<file path="src/rtl/cslrpreg_if.sv">
// Console-side bus of the RP register block: strobes, address and data.
// The console drives the master side; cslrpreg sits on the slave side.
interface cslrpreg_if;
  logic        cslREQ;
  logic        cslWR;
  logic        cslRD;
  logic [1:0]  cslADDR;
  logic [31:0] cslDATAI;
  logic [31:0] cslDATAO;

  modport master (
    output cslREQ, cslWR, cslRD,
    output cslADDR, cslDATAI,
    input  cslDATAO
  );

  modport slave (
    input  cslREQ, cslWR, cslRD,
    input  cslADDR, cslDATAI,
    output cslDATAO
  );
endinterface

</file>
<file path="src/rtl/cslrpreg.sv">
// Console-side RP register block: DPR/MOL/WRL masks, per-drive spin-up
// emulation and a tear-free 64-bit snapshot of the RP debug word.
module cslrpreg #(
  parameter int unsigned      CNTW      = 20,
  parameter logic [CNTW-1:0]  SPINUP    = 20'd500000,
  parameter logic [7:0]       RESET_DPR = 8'h01,
  parameter logic [7:0]       RESET_WRL = 8'h00
) (
  input  logic        clk,
  input  logic        rst_n,
  cslrpreg_if.slave   csl,
  output logic [7:0]  rpDPR,
  output logic [7:0]  rpMOL,
  output logic [7:0]  rpWRL,
  input  logic [0:63] rpDEBUG
);

  localparam logic [1:0] IDLE   = 2'd0;
  localparam logic [1:0] SPIN   = 2'd1;
  localparam logic [1:0] ONLINE = 2'd2;

  logic [7:0]      dpr_q, dpr_d;
  logic [7:0]      molr_q, molr_d;
  logic [7:0]      wrl_q, wrl_d;
  logic [7:0]      eff_d;
  logic [7:0]      pend;
  logic [1:0]      st_q [8];
  logic [1:0]      st_d [8];
  logic [CNTW-1:0] cnt_q [8];
  logic [CNTW-1:0] cnt_d [8];
  logic [31:0]     dato_q, dato_d;
  logic [0:63]     snap_q, snap_d;
  logic [31:0]     rdat;
  logic            wr_ctl;
  logic            rd;
  logic            unused_hi;

  assign unused_hi = ^csl.cslDATAI[31:24];

  assign wr_ctl = csl.cslREQ & csl.cslWR &
                  (csl.cslADDR == 2'd0);
  assign rd     = csl.cslREQ & csl.cslRD;

  always_comb begin
    dpr_d  = dpr_q;
    molr_d = molr_q;
    wrl_d  = wrl_q;
    if (wr_ctl) begin
      dpr_d  = csl.cslDATAI[7:0];
      molr_d = csl.cslDATAI[15:8];
      wrl_d  = csl.cslDATAI[23:16];
    end
  end

  // Sequencer follows the post-write request so drops act on the write edge
  assign eff_d = molr_d & dpr_d;

  always_comb begin
    for (int i = 0; i < 8; i++) begin
      st_d[i]  = st_q[i];
      cnt_d[i] = cnt_q[i];
      if (!eff_d[i]) begin
        st_d[i]  = IDLE;
        cnt_d[i] = '0;
      end else begin
        unique case (1'b1)
          (st_q[i] == IDLE): begin
            st_d[i]  = SPIN;
            cnt_d[i] = SPINUP;
          end
          (st_q[i] == SPIN): begin
            if (cnt_q[i] != '0)
              cnt_d[i] = cnt_q[i] - 1'b1;
            else
              st_d[i] = ONLINE;
          end
          (st_q[i] == ONLINE): ;
          default: begin
            st_d[i]  = IDLE;
            cnt_d[i] = '0;
          end
        endcase
      end
    end
  end

  always_comb begin
    for (int i = 0; i < 8; i++) begin
      rpMOL[i] = (st_q[i] == ONLINE);
      pend[i]  = (st_q[i] == SPIN);
    end
  end

  always_comb begin
    rdat = '0;
    unique case (csl.cslADDR)
      2'd0: rdat = {8'h00, wrl_q, molr_q, dpr_q};
      2'd1: rdat = {16'h0000, rpMOL, pend};
      2'd2: rdat = rpDEBUG[32:63];
      2'd3: rdat = snap_q[0:31];
      default: rdat = '0;
    endcase
  end

  always_comb begin
    dato_d = dato_q;
    snap_d = snap_q;
    if (rd) begin
      dato_d = rdat;
      if (csl.cslADDR == 2'd2)
        snap_d = rpDEBUG;
    end
  end

  always_ff @(posedge clk) begin
    if (!rst_n) begin
      dpr_q  <= RESET_DPR;
      molr_q <= '0;
      wrl_q  <= RESET_WRL;
      dato_q <= '0;
      snap_q <= '0;
      for (int i = 0; i < 8; i++) begin
        st_q[i]  <= IDLE;
        cnt_q[i] <= '0;
      end
    end else begin
      dpr_q  <= dpr_d;
      molr_q <= molr_d;
      wrl_q  <= wrl_d;
      dato_q <= dato_d;
      snap_q <= snap_d;
      for (int i = 0; i < 8; i++) begin
        st_q[i]  <= st_d[i];
        cnt_q[i] <= cnt_d[i];
      end
    end
  end

  assign rpDPR        = dpr_q;
  assign rpWRL        = wrl_q;
  assign csl.cslDATAO = dato_q;

endmodule

</file>
<file path="src/flat_wrapper.sv">
// flat-port wrapper written by rule: the top's interface ports become plain ports
module cslrpreg_flat 
#(
  parameter int unsigned      CNTW      = 20,
  parameter logic [CNTW-1:0]  SPINUP    = 20'd500000,
  parameter logic [7:0]       RESET_DPR = 8'h01,
  parameter logic [7:0]       RESET_WRL = 8'h00
)
  (clk, rst_n, rpDPR, rpMOL, rpWRL, rpDEBUG, csl_cslREQ, csl_cslWR, csl_cslRD, csl_cslADDR, csl_cslDATAI, csl_cslDATAO);
  cslrpreg_if csl_i ();
  input  logic clk;
  input  logic rst_n;
  output logic [7:0] rpDPR;
  output logic [7:0] rpMOL;
  output logic [7:0] rpWRL;
  input  logic [0:63] rpDEBUG;
  input wire logic [$bits(csl_i.cslREQ)-1:0] csl_cslREQ;
  input wire logic [$bits(csl_i.cslWR)-1:0] csl_cslWR;
  input wire logic [$bits(csl_i.cslRD)-1:0] csl_cslRD;
  input wire logic [$bits(csl_i.cslADDR)-1:0] csl_cslADDR;
  input wire logic [$bits(csl_i.cslDATAI)-1:0] csl_cslDATAI;
  output wire logic [$bits(csl_i.cslDATAO)-1:0] csl_cslDATAO;
  assign csl_i.cslREQ = csl_cslREQ;
  assign csl_i.cslWR = csl_cslWR;
  assign csl_i.cslRD = csl_cslRD;
  assign csl_i.cslADDR = csl_cslADDR;
  assign csl_i.cslDATAI = csl_cslDATAI;
  assign csl_cslDATAO = csl_i.cslDATAO;
  cslrpreg #(.CNTW(CNTW), .SPINUP(SPINUP), .RESET_DPR(RESET_DPR), .RESET_WRL(RESET_WRL)) u_core (.clk(clk), .rst_n(rst_n), .csl(csl_i), .rpDPR(rpDPR), .rpMOL(rpMOL), .rpWRL(rpWRL), .rpDEBUG(rpDEBUG));
endmodule
</file>
<file path="config.mk">
export PLATFORM = sky130hd
export DESIGN_NAME = cslrpreg_flat
export DESIGN_NICKNAME = d
export VERILOG_FILES = /design/src/rtl/cslrpreg_if.sv /design/src/rtl/cslrpreg.sv /design/src/flat_wrapper.sv
export SDC_FILE = /design/constraint.sdc
export NUM_CORES = 1
export LEC_CHECK = 0
export ABC_AREA = 1
export ABC_CLOCK_PERIOD_IN_PS = 2600
export CAP_MARGIN = 30
export CORE_MARGIN = 2
export CORE_UTILIZATION = 40
export CTS_BUF_LIST = sky130_fd_sc_hd__clkbuf_4
export CTS_CLUSTER_SIZE = 16
export DETAILED_ROUTE_END_ITERATION = 10
export SYNTH_ARGS = -nofsm -noshare
export SYNTH_HDL_FRONTEND = slang
export SYNTH_SLANG_ARGS = --single-unit
export TNS_END_PERCENT = 20
</file>
<file path="constraint.sdc">
create_clock -name clk -period 2.6 [get_ports clk]
set_input_delay 0.39 -clock clk [delete_from_list [all_inputs] [get_ports clk]]
set_output_delay 0.39 -clock clk [all_outputs]
set_load 0.05 [all_outputs]
</file>
==> qor.txt <==
Cells after synthesis = 2161
Aggregate global routing overflow = 0
CTS root buffer = sky130_fd_sc_hd__clkbuf_4
Layout Skew = 37.8 ps
Comb pwr share = 7.8%
Post-route ant nets = 0
Proportion of layout cells with a drive suffix above 1 = 9.17%
Half-perimeter wire length after detailed placement = 28.9 mm
Required time reported for the critical path endpoint = 2210 ps
Largest net degree at the start of global routing = 45
Status = finished, final reports clean
WL final = 40.4 mm
Count of pins on the block boundary = 159
Count of distinct cell types in the synthesized netlist = 45
Post-CTS Setup Bufs = 0
Maximum achievable frequency = 0.405 GHz
Vias in the first global route = 13500
Switching component of the power = 2.26 mW
Top cells by area, synth = sky130_fd_sc_hd__dfxtp_1 38%, sky130_fd_sc_hd__nand2_1 15%, sky130_fd_sc_hd__nor2_1 9.5%
Logic depth of the worst register-to-register path = 6
Sequential area share after synthesis = 37.6%
Number of H-tree levels = 3
Hold-critical path depth = 3
Placeable core region = 34500 um^2
Cell Int Power = 6.51 mW
Final hold viol count = 0
Clock buffer count from CTS = 79
Post-synth top area cell = sky130_fd_sc_hd__dfxtp_1
Number of iterations in the first detailed-routing pass = 5
Arrival time of data at the critical path endpoint = 2080 ps
Total of max-cap violations = 0
Clock-pin slew reported for the worst setup and hold paths after clock tree synthesis = 60 ps
Antenna violations before repair = 3
Critical path startpoint category = register
Post-synthesis register bit count = 264
Sinks on Clock Net = 264
Iteration-0 DRC count of the detailed router = 839
Hold EP = u_core.csl.cslDATAO[30]$_SDFFE_PN0P_
Area growth syn-to-layout = 21.3%
Min-delay worst type = input pin to register
Total via count after detailed routing = 14100
Clock latency reported for the late side of the worst-skew pair = 750 ps
Critical register-to-register path endpoint = u_core.cnt_q[3][21]$_SDFFE_PN0P_
Maximum count of clock buffers along a single path = 3
Horiz. Die Dim = 191 um
Full die area = 36600 um^2
Transition time of the tightest slew-check pin = 808 ps
Leak pwr = 8.31 nW
Post-route fraction of the period consumed by the critical path = 95.0%
Mean post-synth cell area = 6.50 um^2
Chip height = 191 um
Power density normalized to cell area = 515 nW/um^2
Switching share of power = 25.8%
Crit Reg-Reg Startpoint = u_core.st_q[0][14]$_SDFFE_PN0P_
Synthesis warning total = 0
Register-to-Register Setup Slack = 540 ps
Crit path capture type = primary output
Unrepaired setup endpoints after global routing = no
Routed wire per std cell = 14.0 um
Kind of critical path = register to primary output
Startpoint of the most critical hold path = rpDEBUG[33]
Detailed-route DRC error count = 0
Layout Nets = 2490
Final weighted congestion in routability-driven placement = 0.889
Count of pins over their slew limit = 0
Initial core utilization = 40.7%
Net Count, Synth = 2278
Normalized max-slew margin = 46.0%
Post-synth top area share = 37.6%
Worst-case vdd ir drop = 0.400 mV
Clock network power share = 44.9%
Crit path time final = 2470 ps
First-pass GRT wire length = 66.4 mm
Largest fanout on the critical path = 6
Fill cells = 3604
Total Neg Setup Slack = 0 ps
Setup violation total in the final timing report = 0
Sequential Power Share = 47.3%
Final total power = 8.78 mW
Post-Synthesis Cell Area = 14100 um^2
Via-to-Cell Ratio = 4.91
Port-buffer cells = 150
TritonCTS clock tree = built
All-Layer GR Usage = 22.3%
Floorplan row count = 68
[power by group through the flow]
stage	combinational, mW	clock [mW]	sequential (mW)
floorplan	0.254	0	4.34
global placement	0.685	0	4.24
detailed placement	0.688	0	4.23
CTS	0.693	4.12	4.15
global route	0.748	4.33	4.15
finish	0.689	3.94	4.15
[metal layers]
layer,GRT usage [%],wire (um),vias to the layer above
li1,-,-,7339
met1,28.6,18800,6397
met3,7.27,2880,63
met5,0,0,-
met4,6.66,785,0
met2,35.7,17900,324
[sequential cells by signal, summed over array words and instances (netlist names)]
register             flops
u_core.molr_q            8
u_core.csl.cslDATAO     32
u_core.rpWRL             8
u_core.rpDPR             8
u_core.st_q             16
u_core.cnt_q           160
u_core.snap_q           32
[metrics by stage]
step	hold slack (ps)	cell area, um^2	utilization, %	setup WS (ps)	cells
after detailed placement	448	16100	46.6	81.0	2746
after CTS	167	17000	49.3	98.9	2875
after floorplan	419	14100	-	536	2161
after global routing	202	17000	49.3	52.0	2877
after global placement	437	16100	46.6	117	2746
final	234	17000	49.3	129	2878
[synth_stat cells (all sizes together)]
master,instances
a21boi,1
a21o,1
a21oi,86
a221oi,11
a31o,2
a31oi,10
a41oi,8
and2,5
buf,27
clkbuf,32
clkinv,1
dfxtp,264
ha,14
inv,260
nand2,580
nand3,211
nand3b,3
nand4,13
nor2,368
nor3,10
o211ai,4
o21a,1
o21ai,174
o21bai,9
or2,6
xnor2,11
xor2,49
[logic make-up (layout without fill, tap and decap cells)]
group                      after synthesis  count (layout)  synth area share (%)
AOI/OAI and AO/OA                      307             307                  12.3
xor gates and xnor gates                60              60                  3.74
adders and majority gates               14              14                  1.25
buffers and inverters                  320             579                  9.32
DFF                                    264             264                  37.6
other                                    0               3                     0
and+or+nand+nor                       1196            1196                  35.8
[worst max-delay path by stage]
stage	from	endpoint	slack (ps)	depth (start not counted)
after floorplan	u_core.st_q[0][0]$_SDFFE_PN0P_	u_core.cnt_q[0][11]$_SDFFE_PN0P_	540	9
after global placement	csl_cslADDR[0]	u_core.cnt_q[3][39]$_SDFFE_PN0P_	120	10
after detailed placement	csl_cslADDR[0]	u_core.cnt_q[2][12]$_SDFFE_PN0P_	80	11
after CTS	u_core.st_q[0][14]$_SDFFE_PN0P_	rpMOL[7]	100	2
after global routing	u_core.st_q[0][14]$_SDFFE_PN0P_	rpMOL[7]	50	2
final	u_core.st_q[0][14]$_SDFFE_PN0P_	rpMOL[7]	130	2
[worst max-delay path, cell delays in order (launching register included)]
cell	delay, ps
sky130_fd_sc_hd__dfxtp_1	390
sky130_fd_sc_hd__nor2_1	370
sky130_fd_sc_hd__dlygate4sd2_1	600
[cells in the final DEF, fill, tap and decap left out, drive strengths merged]
cell and instances:
ha 14, a21boi 1, o21ai 174, diode 3, a221oi 11, or2 6
and2 5, clkdlybuf4s50 141, o211ai 4, nand2 580, a31oi 10, nand3 211
dfxtp 264, clkinv 17, a41oi 8, a21o 1, o21bai 9, nor2 368
clkbuf 110, buf 40, xor2 49, dlygate4sd3 1, o21a 1, a21oi 86
nor3 10, dlygate4sd2 7, inv 260, bufinv 2, xnor2 11, a31o 2
clkdlybuf4s15 1, nand3b 3, nand4 13
[timing repair]
| item | 4_1_cts | 5_1_grt |
|---|---|---|
| endpoints found under the setup margin | 8 | 0 |
| hold buffers | 1 | 0 |
| resized for setup | 10 | 0 |
| hold endpoints to repair | 4 | 0 |
[final cells by class]
| type | count | area, um^2 | area share, % |
|---|---|---|---|
| antenna | 3 | 7.51 | 0.0440 |
| clock buffer | 110 | 826 | 4.84 |
| clock inverter | 18 | 120 | 0.705 |
| inverter | 261 | 985 | 5.78 |
| multi-input combinational | 1577 | 7460 | 43.8 |
| sequential | 264 | 5290 | 31.0 |
| tap | 455 | 569 | 3.34 |
| timing repair buffer | 190 | 1790 | 10.5 |
Power figures use the tool's default switching activity.
